$ cat src/rtl/move_ctrl_pkg.sv
// ============================================================================
// Module   : ttt_pkg
// Purpose  : Shared types and constants for the 3x3 board move controller:
//            cell encoding, winner codes, controller states and the table of
//            eight winning lines.
// Revision : 1.0 - initial release
// ============================================================================
`default_nettype none

package ttt_pkg;

  // Board geometry: cell i lives at gBoard[2i+1:2i]
  localparam int NCELLS  = 9;
  localparam int BOARD_W = 2 * NCELLS;
  localparam int NLINES  = 8;

  // Address-width copy of NCELLS for range checks on 4-bit addresses
  localparam logic [3:0] NCELLS_A = 4'(NCELLS);

  typedef enum logic [1:0] {
    EMPTY     = 2'b00,
    CELL_X    = 2'b01,
    CELL_O    = 2'b10,
    CELL_RSVD = 2'b11
  } cell_t;

  localparam logic [1:0] WIN_NONE = 2'b00;
  localparam logic [1:0] WIN_X    = 2'b01;
  localparam logic [1:0] WIN_O    = 2'b10;
  localparam logic [1:0] WIN_DRAW = 2'b11;

  typedef enum logic [2:0] {
    ST_IDLE   = 3'd0,
    ST_CHECK  = 3'd1,
    ST_WRITE  = 3'd2,
    ST_SETTLE = 3'd3,
    ST_EVAL   = 3'd4,
    ST_DONE   = 3'd5
  } mc_state_t;

  // Rows, columns, then the two diagonals
  localparam int WIN_LINES [NLINES][3] = '{
    '{0, 1, 2}, '{3, 4, 5}, '{6, 7, 8},
    '{0, 3, 6}, '{1, 4, 7}, '{2, 5, 8},
    '{0, 4, 8}, '{2, 4, 6}
  };

  // Contents of one cell; out-of-range indices read as empty
  function automatic logic [1:0] cell_at(input logic [BOARD_W-1:0] board,
                                         input logic [3:0]         idx);
    logic [1:0] val;
    val = EMPTY;
    for (int i = 0; i < NCELLS; i++) begin
      if (idx == 4'(i)) val = board[2*i +: 2];
    end
    return val;
  endfunction

endpackage

`default_nettype wire

$ cat src/rtl/move_ctrl_if.sv
// ============================================================================
// Module   : move_ctrl_if
// Purpose  : Bundle between the move controller, its request source and the
//            board memory. The slave side is the controller itself.
// Revision : 1.0 - initial release
// ============================================================================
`default_nettype none

interface move_ctrl_if
  import ttt_pkg::*;
();

  // Request side and board read-back
  logic                moveValid;
  logic [3:0]          moveAddr;
  logic [BOARD_W-1:0]  gBoard;

  // Board write port and game status
  logic [3:0]          addr;
  logic [1:0]          cellState;
  logic                turn;
  logic                busy;
  logic                illegal;
  logic [3:0]          moveCount;
  logic [1:0]          winner;
  logic                done;

  modport master (
    output moveValid, moveAddr, gBoard,
    input  addr, cellState, turn, busy, illegal, moveCount, winner, done
  );

  modport slave (
    input  moveValid, moveAddr, gBoard,
    output addr, cellState, turn, busy, illegal, moveCount, winner, done
  );

endinterface

`default_nettype wire

$ cat src/rtl/move_ctrl_line_check.sv
// ============================================================================
// Module   : line_check
// Purpose  : Combinational three-in-a-line detector for one player code.
//            Reserved cells (11) and the empty code never count as a line.
// Revision : 1.0 - initial release
// ============================================================================
`default_nettype none

module line_check
  import ttt_pkg::*;
(
  input  logic [BOARD_W-1:0] gBoard,
  input  logic [1:0]         player,
  output logic               win
);

  logic [NLINES-1:0] hits;

  for (genvar i = 0; i < NLINES; i++) begin : g_line
    // One line is complete when all three of its cells hold the player code
    assign hits[i] = (gBoard[2*WIN_LINES[i][0] +: 2] == player) &&
                     (gBoard[2*WIN_LINES[i][1] +: 2] == player) &&
                     (gBoard[2*WIN_LINES[i][2] +: 2] == player);
  end

  // Only real player codes can win; this keeps an all-empty line from matching
  assign win = ((player == CELL_X) || (player == CELL_O)) && (|hits);

endmodule

`default_nettype wire

$ cat src/rtl/move_ctrl.sv
// ============================================================================
// Module   : move_ctrl
// Purpose  : Upstream write controller for the 9-cell board memory. Accepts
//            one move at a time, validates it against the read-back board,
//            issues a single write, then alternates turns and detects a win
//            or a draw.
// Revision : 1.0 - initial release
// ============================================================================
`default_nettype none

module move_ctrl
  import ttt_pkg::*;
#(
  parameter logic [3:0] IDLE_ADDR = 4'hF
) (
  input  logic        ph1,
  input  logic        reset,
  move_ctrl_if.slave  bus
);

  mc_state_t  state;
  logic [3:0] req_addr;
  logic [1:0] player;
  logic       req_bad;
  logic       win_now;

  assign player = bus.turn ? CELL_O : CELL_X;

  // Legality is judged from the incoming request while the board is stable
  // in IDLE, so the registered reject pulse lands in the CHECK cycle.
  assign req_bad = (bus.moveAddr >= NCELLS_A) ||
                   (cell_at(bus.gBoard, bus.moveAddr) != EMPTY);

  line_check u_line_check (
    .gBoard (bus.gBoard),
    .player (player),
    .win    (win_now)
  );

  // Controller FSM with all outputs registered
  always_ff @(posedge ph1) begin
    if (!reset) begin
      state         <= ST_IDLE;
      req_addr      <= 4'd0;
      bus.addr      <= IDLE_ADDR;
      bus.cellState <= EMPTY;
      bus.turn      <= 1'b0;
      bus.busy      <= 1'b0;
      bus.illegal   <= 1'b0;
      bus.moveCount <= 4'd0;
      bus.winner    <= WIN_NONE;
      bus.done      <= 1'b0;
    end else begin
      // The write port and reject pulse are single-cycle by default
      bus.addr      <= IDLE_ADDR;
      bus.cellState <= EMPTY;
      bus.illegal   <= 1'b0;

      case (state)
        ST_IDLE: begin
          if (bus.moveValid) begin
            req_addr    <= bus.moveAddr;
            bus.illegal <= req_bad;
            bus.busy    <= 1'b1;
            state       <= ST_CHECK;
          end
        end

        ST_CHECK: begin
          if (bus.illegal) begin
            bus.busy <= 1'b0;
            state    <= ST_IDLE;
          end else begin
            bus.addr      <= req_addr;
            bus.cellState <= player;
            state         <= ST_WRITE;
          end
        end

        ST_WRITE: begin
          state <= ST_SETTLE;
        end

        // Gives the memory one cycle to reflect the write on gBoard
        ST_SETTLE: begin
          state <= ST_EVAL;
        end

        ST_EVAL: begin
          bus.turn <= ~bus.turn;
          if (bus.moveCount < NCELLS_A) begin
            bus.moveCount <= bus.moveCount + 4'd1;
          end
          if (win_now) begin
            bus.winner <= bus.turn ? WIN_O : WIN_X;
            bus.done   <= 1'b1;
            state      <= ST_DONE;
          end else if ((bus.moveCount + 4'd1) == NCELLS_A) begin
            bus.winner <= WIN_DRAW;
            bus.done   <= 1'b1;
            state      <= ST_DONE;
          end else begin
            bus.busy <= 1'b0;
            state    <= ST_IDLE;
          end
        end

        // Game over: everything holds until reset
        ST_DONE: begin
          state <= ST_DONE;
        end

        default: begin
          bus.busy <= 1'b0;
          state    <= ST_IDLE;
        end
      endcase
    end
  end

endmodule

`default_nettype wire

$ cat src/flat_wrapper.sv
// flat-port wrapper written by rule: the top's interface ports become plain ports
module move_ctrl_flat import ttt_pkg::*;
#(
  parameter logic [3:0] IDLE_ADDR = 4'hF
)
  (ph1, reset, bus_moveValid, bus_moveAddr, bus_gBoard, bus_addr, bus_cellState, bus_turn, bus_busy, bus_illegal, bus_moveCount, bus_winner, bus_done);
  move_ctrl_if bus_i ();
  input  logic ph1;
  input  logic reset;
  input wire logic [$bits(bus_i.moveValid)-1:0] bus_moveValid;
  input wire logic [$bits(bus_i.moveAddr)-1:0] bus_moveAddr;
  input wire logic [$bits(bus_i.gBoard)-1:0] bus_gBoard;
  output wire logic [$bits(bus_i.addr)-1:0] bus_addr;
  output wire logic [$bits(bus_i.cellState)-1:0] bus_cellState;
  output wire logic [$bits(bus_i.turn)-1:0] bus_turn;
  output wire logic [$bits(bus_i.busy)-1:0] bus_busy;
  output wire logic [$bits(bus_i.illegal)-1:0] bus_illegal;
  output wire logic [$bits(bus_i.moveCount)-1:0] bus_moveCount;
  output wire logic [$bits(bus_i.winner)-1:0] bus_winner;
  output wire logic [$bits(bus_i.done)-1:0] bus_done;
  assign bus_i.moveValid = bus_moveValid;
  assign bus_i.moveAddr = bus_moveAddr;
  assign bus_i.gBoard = bus_gBoard;
  assign bus_addr = bus_i.addr;
  assign bus_cellState = bus_i.cellState;
  assign bus_turn = bus_i.turn;
  assign bus_busy = bus_i.busy;
  assign bus_illegal = bus_i.illegal;
  assign bus_moveCount = bus_i.moveCount;
  assign bus_winner = bus_i.winner;
  assign bus_done = bus_i.done;
  move_ctrl #(.IDLE_ADDR(IDLE_ADDR)) u_core (.ph1(ph1), .reset(reset), .bus(bus_i));
endmodule
$ cat config.mk
export PLATFORM = sky130hd
export DESIGN_NAME = move_ctrl_flat
export DESIGN_NICKNAME = d
export VERILOG_FILES = /design/src/rtl/move_ctrl_pkg.sv /design/src/rtl/move_ctrl_if.sv /design/src/rtl/move_ctrl_line_check.sv /design/src/rtl/move_ctrl.sv /design/src/flat_wrapper.sv
export SDC_FILE = /design/constraint.sdc
export NUM_CORES = 1
export LEC_CHECK = 0
export CORE_MARGIN = 2
export CORE_UTILIZATION = 46
export CTS_CLUSTER_DIAMETER = 30
export CTS_CLUSTER_SIZE = 24
export DETAILED_ROUTE_END_ITERATION = 6
export GPL_ROUTABILITY_DRIVEN = 0
export PLACE_DENSITY = 0.79
export SLEW_MARGIN = 20
export SYNTH_ARGS = -nofsm -noshare
export SYNTH_HDL_FRONTEND = slang
export SYNTH_SLANG_ARGS = --single-unit
$ cat constraint.sdc
create_clock -name ph1 -period 2 [get_ports ph1]
set_clock_uncertainty 0.2 [all_clocks]
set_input_delay 0.4 -clock ph1 [delete_from_list [all_inputs] [get_ports ph1]]
set_output_delay 0.4 -clock ph1 [all_outputs]
set_load 0.02 [all_outputs]
==> run summary <==
Status - complete, no violations
Top_reg_cell synth - dfxtp_1
Seq. cell area - 464 um2
End of the critical path - u_core.bus.winner[0]
Hold_ws - 266 ps
Cell Int Power - 705 uW
Leak pwr - 0.917 nW
Synthesized flop and latch total - 23
Initial Util - 0.480
Remaining DRCs - 0
R2r setup slk - 10 ps
Switching Fraction - 0.281
Final Core Density - 0.744
Fraction of registers with async set/reset - 0
Post-Route WL - 3890 um
Worst skew pair latency - 300 ps
Setup TNS - 0 ps
Reg-to-reg startpoint - u_core.bus.turn
Total track usage - 0.230
Root Driver - clkbuf_4
Crit-path leading delay family - simple AND/OR/NAND/NOR gates
P&R area growth vs syn - 54.8%
Nets - 248
Gate power share - 0.274
Instance count on the critical path - 6
Slew Viols, Final - 0
Core Box Area - 2760 um2
Slowest cell on crit path - or3b_4
Synthesized area - 1330 um2
CP required - 2010 ps
Area leader, netlist - dfxtp_1
Warnings from Yosys - 0
Biggest cell delay along the critical path - 410 ps
Total grt overflow - 0
Area of the multi-input gates - 881 um2
Clk sink count - 23
Hpwl dp - 2770 um
Sequential Power Share - 0.513
Clock buffer depth - 2
Crit path launch type - flip-flop
Final min period - 1990 ps
Initial antenna violation count - 0
Post-route ant nets - 0
Pwr per Cell Area - 478 nW/um2
Syn_nets - 179
Worst r2r dst - u_core.bus.winner[0]
Vias/cell - 5.69
Final hold vios - 0
R2R cell count - 6
Max-cap viol count - 0
Worst hold path type - flip-flop to flip-flop
Row cnt - 19
Peak supply drop - 552 uV
I/O Pins - 41
H-tree levels - 1
Clk pwr share - 0.213
Clk pin slew, worst setup/hold paths - 120 ps
Area share of the largest cell type after synthesis - 0.347
Crit-path max FO - 5
IO Port Bufs - 40
Iteration-0 DRC count of the detailed router - 53
Final setup fails - 0
Highest Clock Rate - 503 MHz
Synth unique cells - 45
Vias after detailed routing - 1428
Mean Syn Cell Area - 8.72 um2
CTS buffer count - 3
WP data arrival - 2000 ps
Largest net degree at the start of global routing - 17
First-pass GRT wire length - 6000 um
Synth area leaders - dfxtp_1, mux2i_1, nor2_1, nor2b_1, a21oi_1
N_diodes - 0
Post-Synthesis Cells - 152
Setup slack after layout - 13.9 ps
Worst path cell trace - or3b_4 > nor3b_4 > o311ai_2 > and4_4 > o31a_1 > o21a_1
Fill count - 206
Crit end category - flip-flop
Post-route design area - 2050 um2
Vias in the first global route - 1412
Switch Pwr - 275 uW
Height of the die - 57.7 um
CTS tree - built
Post-placement cell area - 1910 um2
Fin crit share - 0.993
CP Buf/Inv Count - 0
Die Area - 3330 um2
Crit Path Category - flip-flop to flip-flop
Post-synth EDFFs - 0
Die span in x - 57.7 um
Least-Margin Pin Slew - 301 ps
Layout cells sized above 1 - 0.245
Register area share after synthesis - 0.347
Max_slew headroom - 0.799
Detailed Routing Iterations Pass 1 - 4
Setup crit start - u_core.bus.turn
RSZ-0062 raised after global routing - true
Routed WL per cell - 15.5 um
Post-Place Worst Slack - -446 ps
-- through the flow --
stage          power (mW)  std cells
2_1_floorplan       0.630        152
3_3_place_gp        0.758        241
3_5_place_dp        0.770        241
4_1_cts             0.971        246
5_1_grt              1.03        251
6_report            0.980        251
-- synth_stat cells, drive strengths merged (3+ instances only) --
cell type	n
inv	5
xnor2	3
clkbuf	4
mux2i	8
nor2b	7
o22ai	5
dfxtp	23
or2b	4
and2	3
a21oi	9
nand2	8
o21a	5
o21ai	3
nand3b	3
or2	4
nor3b	6
nor3	5
a211oi	3
nand2b	5
nor2	13
-- cell type report --
type                            instances  area share
Timing Repair Buffer                   69       0.303
Clock buffer                            3      0.0110
Tap cell                               31      0.0189
Multi-Input combinational cell        119       0.430
Inverter                                5     0.00915
Sequential cell                        23       0.226
Clock inverter                          1     0.00244
-- registers in the layout, indices dropped and copies added, names as in the netlist --
signal and flops:
u_core.req_addr 4, u_core.bus.winner 2, u_core.bus.busy 1, u_core.bus.cellState 2, u_core.bus.turn 1, u_core.bus.done 1, u_core.bus.illegal 1, u_core.bus.moveCount 4
u_core.bus.addr 4, u_core.state 3
-- cell families (layout without fill, tap and decap cells) --
logic type               Yosys count  count (layout)  share of synthesized area
XOR/XNOR                           3               3                     0.0198
multiplexers                       9               9                     0.0689
adder cells (fa/ha/maj)            2               2                     0.0189
AND/OR/NAND/NOR                   71              71                      0.336
AO/OA/AOI/OAI                     34              34                      0.175
buffers and inverters             10              78                     0.0340
flip-flops                        23              23                      0.347
-- how the worst min path moves through the flow --
stage	from	end	slack (ps)	cells after the start
detailed placement	u_core.req_addr[2]	u_core.bus.addr[2]	240	1
floorplan	u_core.req_addr[0]	u_core.bus.addr[0]	220	1
global route	u_core.req_addr[2]	u_core.bus.addr[2]	290	1
finish	u_core.req_addr[2]	u_core.bus.addr[2]	270	1
global placement	u_core.req_addr[1]	u_core.bus.addr[1]	220	1
CTS	u_core.req_addr[2]	u_core.bus.addr[2]	270	1
-- power groups by stage --
stage               Clock (mW)  Sequential, mW  Combinational [mW]
finish                   0.209           0.502               0.269
global route             0.238           0.506               0.290
CTS                      0.212           0.504               0.255
detailed placement           0           0.515               0.256
global placement             0           0.512               0.246
floorplan                    0           0.521               0.109
-- layer usage --
metal  GRT usage  up-vias  part of all wire
li1            -      688                 -
met1       0.251      671              0.39
met2       0.437       57              0.54
met3      0.0313       12             0.043
met4       0.103        0             0.023
met5           0        -                 0
-- layout by cell type, fill, tap and decap left out, drive strengths merged, types with 4 or more instances in the layout --
cell type,n
nor2,13
or2,4
o21a,5
mux2i,8
inv,5
dlygate4sd2,12
nor3b,6
dlymetal6s2s,7
o22ai,5
dfxtp,23
clkdlybuf4s50,21
or2b,4
nand2b,5
nand2,8
a21oi,9
nor3,5
nor2b,7
buf,29
-- repair_timing --
action,CTS,global route
setup endpoints to repair,8,9
hold buffers,0,0
pin swaps,9,5
buffers inserted,1,5
resized for setup,18,15
(Power assumes the default switching activity.)
